[config.mk]
export PLATFORM = sky130hd
export DESIGN_NAME = input_conditioner
export DESIGN_NICKNAME = d
export VERILOG_FILES = /design/src/rtl/input_pkg.sv /design/src/rtl/debounce_channel.sv /design/src/rtl/input_conditioner.sv
export SDC_FILE = /design/constraint.sdc
export NUM_CORES = 1
export LEC_CHECK = 0
export BUFFER_PORTS_ARGS = -buffer_cell sky130_fd_sc_hd__buf_2
export CORE_ASPECT_RATIO = 0.8
export CORE_MARGIN = 4
export CORE_UTILIZATION = 40
export DETAILED_ROUTE_END_ITERATION = 12
export GPL_TIMING_DRIVEN = 0
export PLACE_DENSITY = 0.57
export REMOVE_ABC_BUFFERS = 1
export SLEW_MARGIN = 20
export SYNTH_ARGS = -nofsm -noshare
export SYNTH_HDL_FRONTEND = slang
export SYNTH_SLANG_ARGS = --single-unit
[constraint.sdc]
create_clock -name clkIn -period 2.8 [get_ports clkIn]
set_clock_uncertainty 0.15 [all_clocks]
set_input_delay 0.56 -clock clkIn [delete_from_list [all_inputs] [get_ports clkIn]]
set_output_delay 0.56 -clock clkIn [all_outputs]
set_load 0.01 [all_outputs]
[src/rtl/input_pkg.sv]
// Shared constants for the input conditioner: button indices, bus widths and
// default debounce timing.
package input_pkg;

  localparam int unsigned BTN_RESET = 3;
  localparam int unsigned BTN_SET   = 2;
  localparam int unsigned BTN_LOAD  = 1;
  localparam int unsigned BTN_START = 0;

  localparam int unsigned NUM_BTN   = 4;
  localparam int unsigned NUM_SW_HI = 4;
  localparam int unsigned NUM_SW_LO = 8;
  localparam int unsigned NUM_SW    = NUM_SW_HI + NUM_SW_LO;
  localparam int unsigned NUM_CH    = NUM_BTN + NUM_SW;

  localparam int unsigned DEF_TICK_DIV     = 50000;
  localparam int unsigned DEF_STABLE_COUNT = 8;

  // Counter width able to hold 0..n-1, never narrower than one bit.
  function automatic int unsigned cnt_width(input int unsigned n);
    return (n > 1) ? $clog2(n) : 1;
  endfunction

endpackage

[src/rtl/debounce_channel.sv]
// One input bit: multi-flop synchroniser, optional inversion, and a
// tick-qualified debounce counter that accepts a new value after a stable run.
module debounce_channel
  import input_pkg::*;
#(
  parameter int unsigned STABLE_COUNT = DEF_STABLE_COUNT,
  parameter int unsigned SYNC_STAGES  = 2
) (
  input  logic clkIn,
  input  logic resetIn,
  input  logic tickIn,
  input  logic rawIn,
  input  logic invertIn,
  output logic levelOut
);

  localparam int unsigned CNT_W = cnt_width(STABLE_COUNT);
  localparam logic [CNT_W-1:0] CNT_MAX = CNT_W'(STABLE_COUNT - 1);

  logic [SYNC_STAGES-1:0] sync_q, sync_d;
  logic [CNT_W-1:0]       cnt_q, cnt_d;
  logic                   level_q, level_d;
  logic                   s_c;

  always_comb begin
    sync_d  = {sync_q[SYNC_STAGES-2:0], rawIn};
    s_c     = sync_q[SYNC_STAGES-1] ^ invertIn;
    level_d = level_q;
    cnt_d   = '0;
    // Any cycle where the input agrees with the accepted value restarts qualification.
    if (s_c != level_q) begin
      cnt_d = cnt_q;
      if (tickIn) begin
        if (cnt_q == CNT_MAX) begin
          level_d = s_c;
          cnt_d   = '0;
        end else begin
          cnt_d = cnt_q + CNT_W'(1);
        end
      end
    end
  end

  // Synchroniser resets to the idle raw level so no false edge follows reset.
  always_ff @(posedge clkIn) begin
    if (resetIn) begin
      sync_q  <= {SYNC_STAGES{invertIn}};
      cnt_q   <= '0;
      level_q <= 1'b0;
    end else begin
      sync_q  <= sync_d;
      cnt_q   <= cnt_d;
      level_q <= level_d;
    end
  end

  assign levelOut = level_q;

endmodule

[src/rtl/input_conditioner.sv]
// Board input conditioner: shared sample-tick prescaler, 16 debounce channels
// (4 buttons + 12 switches) and registered single-cycle press pulses.
module input_conditioner
  import input_pkg::*;
#(
  parameter int unsigned TICK_DIV       = DEF_TICK_DIV,
  parameter int unsigned STABLE_COUNT   = DEF_STABLE_COUNT,
  parameter int unsigned BTN_ACTIVE_LOW = 1,
  parameter int unsigned SYNC_STAGES    = 2
) (
  input  logic                 clkIn,
  input  logic                 resetIn,
  input  logic [NUM_BTN-1:0]   resetSetLoadStartIn,
  input  logic [NUM_SW_HI-1:0] toggleSwitches17To14In,
  input  logic [NUM_SW_LO-1:0] toggleSwitches13To6In,
  output logic [NUM_BTN-1:0]   buttonLevelOut,
  output logic [NUM_BTN-1:0]   buttonPulseOut,
  output logic [NUM_SW_HI-1:0] toggleSwitches17To14Out,
  output logic [NUM_SW_LO-1:0] toggleSwitches13To6Out,
  output logic                 sampleTickOut
);

  localparam int unsigned PRE_W = cnt_width(TICK_DIV);
  localparam logic [PRE_W-1:0] PRE_MAX = PRE_W'(TICK_DIV - 1);
  localparam logic BTN_INV = (BTN_ACTIVE_LOW != 0);

  logic [PRE_W-1:0]   presc_q, presc_d;
  logic               tick_q, tick_d;
  logic [NUM_BTN-1:0] level_dly_q, level_dly_d;
  logic [NUM_BTN-1:0] pulse_q, pulse_d;
  logic [NUM_CH-1:0]  raw_c, inv_c, level_c;

  // Channel order: buttons in the low bits, then switches 13..6, then 17..14.
  assign raw_c = {toggleSwitches17To14In, toggleSwitches13To6In, resetSetLoadStartIn};
  assign inv_c = {{NUM_SW{1'b0}}, {NUM_BTN{BTN_INV}}};

  for (genvar i = 0; i < int'(NUM_CH); i++) begin : g_ch
    debounce_channel #(
      .STABLE_COUNT(STABLE_COUNT),
      .SYNC_STAGES (SYNC_STAGES)
    ) u_ch (
      .clkIn   (clkIn),
      .resetIn (resetIn),
      .tickIn  (tick_q),
      .rawIn   (raw_c[i]),
      .invertIn(inv_c[i]),
      .levelOut(level_c[i])
    );
  end

  always_comb begin
    presc_d     = (presc_q == PRE_MAX) ? '0 : presc_q + PRE_W'(1);
    tick_d      = (presc_d == PRE_MAX);
    level_dly_d = level_c[NUM_BTN-1:0];
    pulse_d     = level_c[NUM_BTN-1:0] & ~level_dly_q;
  end

  always_ff @(posedge clkIn) begin
    if (resetIn) begin
      presc_q     <= '0;
      tick_q      <= 1'b0;
      level_dly_q <= '0;
      pulse_q     <= '0;
    end else begin
      presc_q     <= presc_d;
      tick_q      <= tick_d;
      level_dly_q <= level_dly_d;
      pulse_q     <= pulse_d;
    end
  end

  assign buttonLevelOut          = level_c[NUM_BTN-1:0];
  assign buttonPulseOut          = pulse_q;
  assign toggleSwitches13To6Out  = level_c[NUM_BTN+NUM_SW_LO-1:NUM_BTN];
  assign toggleSwitches17To14Out = level_c[NUM_CH-1:NUM_BTN+NUM_SW_LO];
  assign sampleTickOut           = tick_q;

endmodule
==> results.json <==
{
  "die_y_um": 108,
  "post_dp_cell_area_sq_mm": 0.00526,
  "synth_common_cells": "121 x dfxtp_1, 74 x nor2_1, 38 x mux2i_1",
  "critPathRequiredTime_ns": 2.94,
  "maxSlewHeadroom_pct": 53.8,
  "synth_edf_count": 0,
  "clock_latency_ns": 0.41,
  "synth_cells": 519,
  "max_freq_mhz": 444,
  "area_growth_pct": 15.7,
  "grt_pass1_vias": 3283,
  "final_layout_size_suffix_gt1_share_pct": 15.5,
  "cts-htree-levels": 4,
  "total_leakage_power_uw": 0.00229,
  "min-delay-path-class": "in -> reg",
  "placed_cells": 689,
  "syn_avg_cell_area_sq_um": 9.72,
  "drtPass1Iterations": 7,
  "rows": 36,
  "nNetsFinal": 588,
  "holdBufCountCts": 0,
  "synthAdderAreaFrac_pct": 8.18,
  "dp_hpwl_um": 5090,
  "ys.flop_type": "dfxtp_1",
  "io_pins": 39,
  "ys.warnings.count": 0,
  "antenna_cells": 0,
  "ys_seq_elements": 121,
  "power_density_mw_per_mm2": 668,
  "yosysUniqueCellTypes": 37,
  "grt_max_degree": 73,
  "yosysTopAreaCell": "dfxtp_1",
  "post-cts-setup-buffers": 0,
  "root_buffer": "clkbuf_16",
  "setup_violations": 0,
  "design_area_sq_mm": 0.00584,
  "wl_per_cell_um": 10.9,
  "synthXorXnorAreaFrac_pct": 5.38,
  "post_cts_resize_count": 0,
  "maxCapViolCount": 0,
  "seq_area_frac_synth_pct": 48.0,
  "antenna_found_initial": 0,
  "end_kind": "register",
  "drtAntennaViolNets": 0,
  "vias": 3384,
  "drc": 0,
  "viasPerCell": 4.69,
  "cts_buffers": 17,
  "initial_core_util_pct": 41.2,
  "crit_fanout": 9,
  "yosysMostFrequentCell": "dfxtp_1",
  "grt_overflow": 0,
  "arrival_ns": 2.39,
  "synth-simple-area-share_pct": 21.8,
  "numPortBuffers": 38,
  "cts_buffer_depth": 2,
  "synth_area_leaders": "dfxtp_1 48%, ha_1 8.2%, mux2i_1 7.5%",
  "fin_crit_sh_pct": 80.4,
  "utilization_pct": 47.7,
  "maxSlewViolCount": 0,
  "ys_async_sr_fraction_pct": 0,
  "ir_worst_vdd_mv": 0.420,
  "cts.reportedPaths.clkPinSlew_ns": 0.05,
  "gp_congestion": 0.859,
  "min_period_ns": 2.25,
  "cp-start-kind": "register",
  "dieArea_sq_mm": 0.0145,
  "cts_sinks": 121,
  "syn-cell-area_sq_mm": 0.00505,
  "core-area_sq_mm": 0.0123,
  "tightest_slew_ns": 0.693,
  "outcome": "finished, final reports clean",
  "synth_top_family_by_area": "simple AND/OR/NAND/NOR gates",
  "grt_pass1_wl_um": 14100,
  "hold_viol": 0,
  "instances_no_fill": 721,
  "track_usage_pct": 12.0,
  "synth.area.mux_share_pct": 7.54,
  "fp.dieW_um": 134,
  "netlist.area_leader.share_pct": 48.0,
  "drt_iter0_drc": 147,
  "finalWirelength_um": 7860,
  "criticalPathCategory": "reg -> reg",
  "setup_tns_ns": 0,
  "synth_compound_area_share_pct": 4.49,
  "rsz0062_at_grt": "no",
  "tritoncts": "built",
  "total_power_uw": 3900
}
-- per-layer routing --
layer	share of wire [%]	global-route usage, %	up-vias
met1	51	14.5	1562
met3	4.5	4.70	17
li1	-	-	1754
met2	43	18.8	51
met5	0	0	-
met4	1.7	5.65	0
-- final timing paths --
path	startpoint	end	slack (ns)	depth (start not counted)
max	presc_q[0]	sampleTickOut	0.55	6
min	resetSetLoadStartIn[0]	g_ch[0].u_ch.sync_q[0]	0.19	2
max reg2reg	presc_q[0]	sampleTickOut	0.55	6
min reg2reg	level_dly_q[1]	buttonPulseOut[1]	0.23	1
-- power by group --
group | switching (uW) | internal (uW)
sequential | 11.2 | 1750
combinational | 35.6 | 32.7
clock | 760 | 1310
total | 807 | 3090
-- layout by cell type, fill, tap and decap left out, types with 4 or more instances in the layout --
| cell type | n |
|---|---|
| a21oi_1 | 26 |
| a311oi_1 | 4 |
| buf_2 | 37 |
| clkbuf_16 | 17 |
| clkbuf_8 | 4 |
| dfxtp_1 | 120 |
| ha_1 | 33 |
| mux2i_1 | 38 |
| nand2_1 | 28 |
| nand2b_1 | 27 |
| nand3_1 | 17 |
| nand3b_1 | 10 |
| nand4_1 | 4 |
| nor2_1 | 74 |
| nor2b_1 | 32 |
| or2_2 | 8 |
| xnor2_1 | 13 |
| xor2_1 | 18 |
-- critical path: stages (launching register included) --
cell	delay, ns
dfxtp_1	0.38
ha_1	0.24
and3_1	0.38
and3_4	0.25
nand2_1	0.04
or3_1	0.34
a2111oi_2	0.37
-- cell type report --
class                           instances  area [sq um]
Clock buffer                           22           484
Clock inverter                         10          93.8
Fill cell                            1155          6410
Tap cell                              171           214
Sequential cell                       121          2430
Timing Repair Buffer                   39           220
Inverter                                2          7.51
Multi-Input combinational cell        356          2390
-- logic make-up after synthesis --
| logic type | after synthesis |
|---|---|
| and+or+nand+nor | 216 |
| DFF | 121 |
| buffers and inverters | 42 |
| AOI/OAI and AO/OA | 38 |
| muxes | 38 |
| adders and majority gates | 33 |
| xor gates and xnor gates | 31 |
-- flip-flops by register name, summed over array words and instances, names as in the netlist --
name / flops
buttonPulseOut: 4
g_ch.u_ch.cnt_q: 48
g_ch.u_ch.levelOut: 16
g_ch.u_ch.sync_q: 32
presc_q: 16
level_dly_q: 4
sampleTickOut: 1
-- metrics by stage --
stage | setup slack [ns] | hold slack, ns
final | 0.549 | 0.186
after global routing | 0.401 | 0.180
after CTS | 0.539 | 0.167
after detailed placement | 0.547 | 0.224
after global placement | -1.22 | 0.222
after floorplan | -0.162 | 0.217
Note: power is estimated with default switching activity, not from simulation.
